### config.mk
export PLATFORM = sky130hd
export DESIGN_NAME = addsub_seq_unit_flat
export DESIGN_NICKNAME = d
export VERILOG_FILES = /design/src/rtl/addsub_pkg.sv /design/src/rtl/addsub_seq_unit_if.sv /design/src/rtl/addsub_chunk.sv /design/src/rtl/addsub_seq_unit.sv /design/src/flat_wrapper.sv
export SDC_FILE = /design/constraint.sdc
export NUM_CORES = 1
export LEC_CHECK = 0
export CAP_MARGIN = 20
export CORE_MARGIN = 8
export CORE_UTILIZATION = 45
export DETAILED_ROUTE_END_ITERATION = 10
export DONT_BUFFER_PORTS = 1
export GPL_ROUTABILITY_DRIVEN = 0
export HOLD_SLACK_MARGIN = 0.03
export PLACE_DENSITY = 0.59
export SYNTH_ARGS = -nofsm -noshare
export SYNTH_HDL_FRONTEND = slang
export SYNTH_SLANG_ARGS = --single-unit
### constraint.sdc
create_clock -name clk -period 5.4 [get_ports clk]
set_input_delay 0.54 -clock clk [delete_from_list [all_inputs] [get_ports clk]]
set_output_delay 0.54 -clock clk [all_outputs]
set_load 0.005 [all_outputs]
### src/rtl/addsub_pkg.sv
// Shared types and constants for the sequential add/subtract unit.
// Holds the FSM state encoding, the op_sub encoding and the chunk-count helper.
package addsub_pkg;

    typedef enum logic [1:0] {
        ST_IDLE = 2'd0,
        ST_BUSY = 2'd1,
        ST_DONE = 2'd2
    } addsub_state_e;

    localparam logic OP_ADD = 1'b0;
    localparam logic OP_SUB = 1'b1;

    // Number of compute cycles needed to sweep all chunks of an operand.
    function automatic int unsigned num_chunks(input int unsigned width,
                                               input int unsigned chunk_w);
        return width / chunk_w;
    endfunction

endpackage

### src/rtl/addsub_seq_unit_if.sv
// Operand/result handshake bundle for addsub_seq_unit.
// master: operand issuer + result consumer; slave: the arithmetic unit.
//   in_valid/in_ready, op_sub, op_signed, a, b   : operand request channel
//   out_valid/out_ready, result + flags          : result channel
interface addsub_seq_unit_if #(
    parameter int unsigned WIDTH = 16
) ();
    logic             in_valid;
    logic             in_ready;
    logic             op_sub;
    logic             op_signed;
    logic [WIDTH-1:0] a;
    logic [WIDTH-1:0] b;
    logic             out_valid;
    logic             out_ready;
    logic [WIDTH-1:0] result;
    logic             carry;
    logic             overflow;
    logic             zero;
    logic             negative;

    modport master (
        output in_valid, op_sub, op_signed, a, b, out_ready,
        input  in_ready, out_valid, result, carry, overflow, zero, negative
    );

    modport slave (
        input  in_valid, op_sub, op_signed, a, b, out_ready,
        output in_ready, out_valid, result, carry, overflow, zero, negative
    );
endinterface

### src/rtl/addsub_chunk.sv
// Combinational W-bit adder slice with carry-in and carry-out.
//   i_a, i_b  : addends
//   i_cin     : carry-in
//   o_sum_c   : W-bit sum
//   o_cout_c  : carry-out
module addsub_chunk #(
    parameter int unsigned W = 4
) (
    input  logic [W-1:0] i_a,
    input  logic [W-1:0] i_b,
    input  logic         i_cin,
    output logic [W-1:0] o_sum_c,
    output logic         o_cout_c
);
    assign {o_cout_c, o_sum_c} = (W+1)'(i_a) + (W+1)'(i_b) + (W+1)'(i_cin);
endmodule

### src/rtl/addsub_seq_unit.sv
// Sequential add/subtract unit: one CHUNK_W-bit slice per cycle, carry held
// in a register between slices. Reports carry/overflow/zero/negative.
// Optional result saturation on overflow when ADDSUB_SAT_EN is defined.
//   clk    : clock, rising edge
//   n_rst  : asynchronous active-low reset
//   bus    : addsub_seq_unit_if.slave (operand and result handshakes)
module addsub_seq_unit
    import addsub_pkg::*;
#(
    parameter int unsigned WIDTH   = 16,
    parameter int unsigned CHUNK_W = 4
) (
    input  logic              clk,
    input  logic              n_rst,
    addsub_seq_unit_if.slave  bus
);
    localparam int unsigned NUM_CHUNKS = num_chunks(WIDTH, CHUNK_W);
    localparam int unsigned CNT_W      = (NUM_CHUNKS > 1) ? $clog2(NUM_CHUNKS) : 1;
    localparam int unsigned MSB        = WIDTH - 1;

    localparam logic [1:0] S_IDLE = 2'(ST_IDLE);
    localparam logic [1:0] S_BUSY = 2'(ST_BUSY);
    localparam logic [1:0] S_DONE = 2'(ST_DONE);

    if ((WIDTH % CHUNK_W) != 0) begin : g_bad_cfg
        $error("addsub_seq_unit: WIDTH must be a multiple of CHUNK_W");
    end

    logic [1:0]         r_state;
    logic [1:0]         w_next_state;
    logic [WIDTH-1:0]   r_a;
    logic [WIDTH-1:0]   r_b_eff;
    logic               r_carry;
    logic [CNT_W-1:0]   r_cnt;
    logic               r_op_sub;
    logic               r_op_signed;
    logic [WIDTH-1:0]   r_result;
    logic               r_carry_out;
    logic               r_overflow;
    logic               r_zero;
    logic               r_negative;
    logic               r_out_valid;

    logic [CHUNK_W-1:0] w_a_chunk;
    logic [CHUNK_W-1:0] w_b_chunk;
    logic [CHUNK_W-1:0] w_sum;
    logic               w_cout;
    logic [WIDTH-1:0]   w_res_next;
    logic [WIDTH-1:0]   w_res_final;
    logic               w_ovf_raw;
    logic               w_last;

    assign w_last = (r_cnt == CNT_W'(NUM_CHUNKS - 1));

    // State register
    always_ff @(posedge clk or negedge n_rst) begin
        if (!n_rst) r_state <= S_IDLE;
        else        r_state <= w_next_state;
    end

    // Next-state decode
    always_comb begin
        w_next_state = r_state;
        case (r_state)
            S_IDLE:  if (bus.in_valid)  w_next_state = S_BUSY;
            S_BUSY:  if (w_last)        w_next_state = S_DONE;
            S_DONE:  if (bus.out_ready) w_next_state = S_IDLE;
            default:                    w_next_state = S_IDLE;
        endcase
    end

    // Pick the operand slice addressed by the chunk counter
    always_comb begin
        w_a_chunk = '0;
        w_b_chunk = '0;
        for (int k = 0; k < NUM_CHUNKS; k++) begin
            if (r_cnt == CNT_W'(k)) begin
                w_a_chunk = r_a[k*CHUNK_W +: CHUNK_W];
                w_b_chunk = r_b_eff[k*CHUNK_W +: CHUNK_W];
            end
        end
    end

    addsub_chunk #(.W(CHUNK_W)) u_chunk (
        .i_a      (w_a_chunk),
        .i_b      (w_b_chunk),
        .i_cin    (r_carry),
        .o_sum_c  (w_sum),
        .o_cout_c (w_cout)
    );

    // Merge the fresh slice into the partial result
    always_comb begin
        w_res_next = r_result;
        for (int k = 0; k < NUM_CHUNKS; k++) begin
            if (r_cnt == CNT_W'(k)) w_res_next[k*CHUNK_W +: CHUNK_W] = w_sum;
        end
    end

    // Overflow per mode; optional clamp of the completed result
    always_comb begin
        if (r_op_signed)
            w_ovf_raw = (r_a[MSB] == r_b_eff[MSB]) && (w_res_next[MSB] != r_a[MSB]);
        else
            w_ovf_raw = (r_op_sub == OP_SUB) ? ~w_cout : w_cout;
        w_res_final = w_res_next;
`ifdef ADDSUB_SAT_EN
        if (w_ovf_raw) begin
            if (r_op_signed) begin
                // Both operands share a sign; that sign tells which rail was crossed.
                w_res_final      = r_a[MSB] ? '0 : '1;
                w_res_final[MSB] = r_a[MSB];
            end else begin
                w_res_final = (r_op_sub == OP_SUB) ? '0 : '1;
            end
        end
`endif
    end

    // Operand capture, per-chunk accumulation and flag registration
    always_ff @(posedge clk or negedge n_rst) begin
        if (!n_rst) begin
            r_a         <= '0;
            r_b_eff     <= '0;
            r_carry     <= 1'b0;
            r_cnt       <= '0;
            r_op_sub    <= 1'b0;
            r_op_signed <= 1'b0;
            r_result    <= '0;
            r_carry_out <= 1'b0;
            r_overflow  <= 1'b0;
            r_zero      <= 1'b0;
            r_negative  <= 1'b0;
            r_out_valid <= 1'b0;
        end else begin
            case (r_state)
                S_IDLE: begin
                    if (bus.in_valid) begin
                        r_a         <= bus.a;
                        r_b_eff     <= (bus.op_sub == OP_SUB) ? ~bus.b : bus.b;
                        r_carry     <= bus.op_sub;
                        r_op_sub    <= bus.op_sub;
                        r_op_signed <= bus.op_signed;
                        r_cnt       <= '0;
                    end
                end
                S_BUSY: begin
                    r_carry <= w_cout;
                    r_cnt   <= r_cnt + CNT_W'(1);
                    if (w_last) begin
                        r_result    <= w_res_final;
                        r_carry_out <= w_cout;
                        r_overflow  <= w_ovf_raw;
                        r_zero      <= (w_res_final == '0);
                        r_negative  <= r_op_signed & w_res_final[MSB];
                        r_out_valid <= 1'b1;
                    end else begin
                        r_result <= w_res_next;
                    end
                end
                S_DONE: begin
                    if (bus.out_ready) r_out_valid <= 1'b0;
                end
                default: ;
            endcase
        end
    end

    assign bus.in_ready  = (r_state == S_IDLE);
    assign bus.out_valid = r_out_valid;
    assign bus.result    = r_result;
    assign bus.carry     = r_carry_out;
    assign bus.overflow  = r_overflow;
    assign bus.zero      = r_zero;
    assign bus.negative  = r_negative;

endmodule

### src/flat_wrapper.sv
// flat-port wrapper written by rule: the top's interface ports become plain ports
module addsub_seq_unit_flat import addsub_pkg::*;
#(
    parameter int unsigned WIDTH   = 16,
    parameter int unsigned CHUNK_W = 4
)
  (clk, n_rst, bus_in_valid, bus_op_sub, bus_op_signed, bus_a, bus_b, bus_out_ready, bus_in_ready, bus_out_valid, bus_result, bus_carry, bus_overflow, bus_zero, bus_negative);
  addsub_seq_unit_if #(.WIDTH(WIDTH)) bus_i ();
  input  logic clk;
  input  logic n_rst;
  input wire logic [$bits(bus_i.in_valid)-1:0] bus_in_valid;
  input wire logic [$bits(bus_i.op_sub)-1:0] bus_op_sub;
  input wire logic [$bits(bus_i.op_signed)-1:0] bus_op_signed;
  input wire logic [$bits(bus_i.a)-1:0] bus_a;
  input wire logic [$bits(bus_i.b)-1:0] bus_b;
  input wire logic [$bits(bus_i.out_ready)-1:0] bus_out_ready;
  output wire logic [$bits(bus_i.in_ready)-1:0] bus_in_ready;
  output wire logic [$bits(bus_i.out_valid)-1:0] bus_out_valid;
  output wire logic [$bits(bus_i.result)-1:0] bus_result;
  output wire logic [$bits(bus_i.carry)-1:0] bus_carry;
  output wire logic [$bits(bus_i.overflow)-1:0] bus_overflow;
  output wire logic [$bits(bus_i.zero)-1:0] bus_zero;
  output wire logic [$bits(bus_i.negative)-1:0] bus_negative;
  assign bus_i.in_valid = bus_in_valid;
  assign bus_i.op_sub = bus_op_sub;
  assign bus_i.op_signed = bus_op_signed;
  assign bus_i.a = bus_a;
  assign bus_i.b = bus_b;
  assign bus_i.out_ready = bus_out_ready;
  assign bus_in_ready = bus_i.in_ready;
  assign bus_out_valid = bus_i.out_valid;
  assign bus_result = bus_i.result;
  assign bus_carry = bus_i.carry;
  assign bus_overflow = bus_i.overflow;
  assign bus_zero = bus_i.zero;
  assign bus_negative = bus_i.negative;
  addsub_seq_unit #(.WIDTH(WIDTH), .CHUNK_W(CHUNK_W)) u_core (.clk(clk), .n_rst(n_rst), .bus(bus_i));
endmodule
==> impl_metrics.csv <==
group,metric,value,unit
layout,final_util,0.506,
floorplan,start_util,0.466,
synthesis,yosysTopAreaCell,"dfrtp_1",
critical_path,crit_path_end_kind,"flip-flop",
route,via_per_inst,5.40,
critical_path,cp-start-kind,"flip-flop",
sta,setup_tns,0,ps
layout,n_antenna_cell,0,
layout,syn2layout_area_growth,8.71,%
sta,timing.fmax,0.296,GHz
critical_path,path_max_fanout,15,
synthesis,synthArstFlopShare,1.00,
clock_network,cts_tree,"built",
clock_network,cts_setup_buffers,0,
synthesis,synthFlopType,"dfrtp_1",
critical_path,r2r_cells,13,
grt,grt_start_max_net_pins,61,
synthesis,synth_cell_type_count,38,
synthesis,synthMostInstantiatedCell,"nand2_1",
clock_network,clkSinkCount,60,
layout,drive_above_1_share,0.0638,
sta,relSlewSlack,0.488,
synthesis,syn_nets,376,
critical_path,crit_end,"u_core.bus.zero",
layout,fin_nets,373,
critical_path,worstPathCellList,"inv_1 -> ha_1 -> nor2b_1 -> a221oi_1 -> nor3_1 -> a21oi_1 -> fa_1 -> inv_1 -> fa_1 -> xnor2_1 -> o2111ai_1 -> nor2_1 -> a31o_2",
critical_path,r2r-end,"u_core.bus.zero",
synthesis,netlist_top_cells_area,"dfrtp_1, nand2_1, o21ai_0, xnor2_1, ha_1",
floorplan,die_h,97.1,um
grt,grt_use_total,0.152,
critical_path,crit_path_start,"u_core.r_cnt[1]",
power_and_ir_drop,vdd_drop_max,0.000308,V
synthesis,ys_seq_area_frac,0.508,
synthesis,synth_area,2960,sq um
synthesis,synthTopCellsByCount,"nand2_1, dfrtp_1, o21ai_0",
critical_path,cp_slowest_cell,"ha_1",
layout,final_cell_area,3220,sq um
synthesis,postSynthAreaPerCell,8.99,sq um
grt,grt-ovfl-total,0,
critical_path,max_stage_delay,470,ps
clock_network,clock_latency,340,ps
flow_run,max_cap_viol_count,0,
sta,slew_violations,0,
sta,final.period_utilization,0.625,
sta,rsz0062_at_grt,"no",
sta,clock_skew,6.74,ps
route,ant_nets,0,
synthesis,ys.warnings.count,0,
critical_path,worstPathArrival,3650,ps
clock_network,cts_buffers,9,
route,wl,6.74,mm
sta,finalHoldViolCount,0,
critical_path,reg2reg_slack,2020,ps
synthesis,postSynthCellCount,329,
route,wire_per_inst,16.6,um
power_and_ir_drop,p_leak,1.45,nW
clock_network,cts-root-buf,"clkbuf_8",
floorplan,die_area,9420,sq um
worst_hold_path,hold_class,"input pin to asynchronous set/reset pin",
placed_design,placedInstanceArea,3000,sq um
grt,grt_pass1_wl,11.6,mm
clock_network,clk_pin_slew_worst_paths,60,ps
grt,antenna_found_initial,0,
synthesis,synth_edf_count,0,
placed_design,io_buffers,0,
run_status,outcome,"finished, final reports clean",
sta,finalSetupViolations,0,
critical_path,cp_data_required_time,5680,ps
critical_path,worstSetupPathType,"flip-flop to flip-flop",
sta,worst_pin_slew,768,ps
synthesis,ys_seq_elements,60,
route,vias,2193,
critical_path,r2r-start,"u_core.r_cnt[1]",
clock_network,ctsResizeCount,0,
power_and_ir_drop,pwr_density_cell,689,nW/um^2
sta,fin_crit,3380,ps
clock_network,clockBufferDepth,2,
synthesis,netlist.area_leader.share,0.508,
route,drt-pass1-iter-count,4,
route,drtIter0Drc,83,
grt,first_global_vias,2278,
route,drcViolationCount,0,
floorplan,core_area,6350,sq um
clock_network,htreeDepth,3,
placed_design,hpwlAfterDp,4.90,mm
floorplan,row_count,29,
floorplan,dieWidth,97.1,um
floorplan,io_pins,60,
power_and_ir_drop,total_power,2.21,mW
## layout by cell type (no fill, tap or decap), types with 2 or more instances in the layout
master / netlist / final
and2_1: 3 / 3
nand2_1: 108 / 108
nand3_1: 4 / 4
a221oi_1: 4 / 4
nor4_1: 3 / 3
dfrtp_1: 60 / 60
a21boi_0: 2 / 2
ha_1: 7 / 7
xnor2_1: 17 / 17
a211oi_1: 2 / 2
o21ai_0: 36 / 36
nor2b_1: 6 / 6
inv_1: 7 / 7
fa_1: 2 / 2
a21oi_1: 14 / 14
nor3_1: 4 / 4
o31ai_1: 8 / 8
nor2_1: 6 / 6
nand3b_1: 4 / 4
clkbuf_8: 0 / 11
## flip-flops by register name, summed over array words and instances, names as in the netlist
name / flops
u_core.bus.result: 16
u_core.r_a: 16
u_core.r_b_eff: 16
u_core.r_cnt: 2
u_core.r_state: 2
u_core.bus.carry: 1
u_core.bus.negative: 1
u_core.bus.out_valid: 1
u_core.bus.overflow: 1
u_core.bus.zero: 1
u_core.r_carry: 1
u_core.r_op_signed: 1
u_core.r_op_sub: 1
## repair_timing
item                                    4_1_cts  5_1_grt
endpoints found under the setup margin        0        0
hold endpoints to repair                     60        0
hold buffers                                  1        0
## where the power goes
| part | leakage (nW) | switching (mW) | internal (mW) |
|---|---|---|---|
| sequential | 0.753 | 0.168 | 0.663 |
| clock | 0.0983 | 0.161 | 0.232 |
| combinational | 0.597 | 0.632 | 0.358 |
| total | 1.45 | 0.961 | 1.25 |
## worst min-delay path by stage
stage,start,to,slack [ps]
final,n_rst,u_core.bus.result[5],60
after global routing,n_rst,u_core.bus.result[3],70
after CTS,n_rst,u_core.bus.result[5],70
after detailed placement,n_rst,u_core.bus.result[5],250
after global placement,n_rst,u_core.bus.result[5],250
after floorplan,n_rst,u_core.bus.carry,240
## cell type report
| cell class | count | area (sq um) |
|---|---|---|
| multi-input cells | 246 | 1370 |
| clock buffers | 12 | 155 |
| inverters | 7 | 26.3 |
| well taps | 77 | 96.3 |
| flip-flops and latches | 60 | 1500 |
| clock inverters | 2 | 35.0 |
| fillers | 598 | 3130 |
| repair buffers | 2 | 35.0 |
## logic make-up (layout without fill, tap and decap cells)
family / count (synthesis) / after routing / synth area share
xor gates and xnor gates: 17 / 17 / 0.0503
buffers and inverters: 23 / 23 / 0.0305
AOI/OAI and AO/OA: 75 / 75 / 0.154
adders and majority gates: 9 / 9 / 0.0431
DFF: 60 / 60 / 0.508
and+or+nand+nor: 145 / 145 / 0.215
## metal layers
metal | up-vias | share of wire | track usage | wire [um]
met4 | 0 | 0.014 | 0.0627 | 95
met2 | 58 | 0.44 | 0.225 | 2980
met5 | - | 0 | 0 | 0
met3 | 10 | 0.072 | 0.0626 | 486
met1 | 1020 | 0.47 | 0.190 | 3180
li1 | 1105 | - | - | -
## critical path, delay by kind of cell, from the launching register on
| family | cells | cell delay (ps) |
|---|---|---|
| adder cells (fa/ha/maj) | 3 | 1100 |
| AO/OA/AOI/OAI | 4 | 860 |
| XOR/XNOR | 1 | 440 |
| flip-flops | 1 | 400 |
| AND/OR/NAND/NOR | 3 | 380 |
| buffers and inverters | 2 | 150 |
## through the flow
step                      cells  setup slack, ps  hold slack (ps)
after global routing        406             1850             67.9
after detailed placement    391             2070              246
after floorplan             329             2500              244
after global placement      391             2180              246
final                       406             2020             64.6
after CTS                   406             2050             71.1
Power figures use the tool's default switching activity.
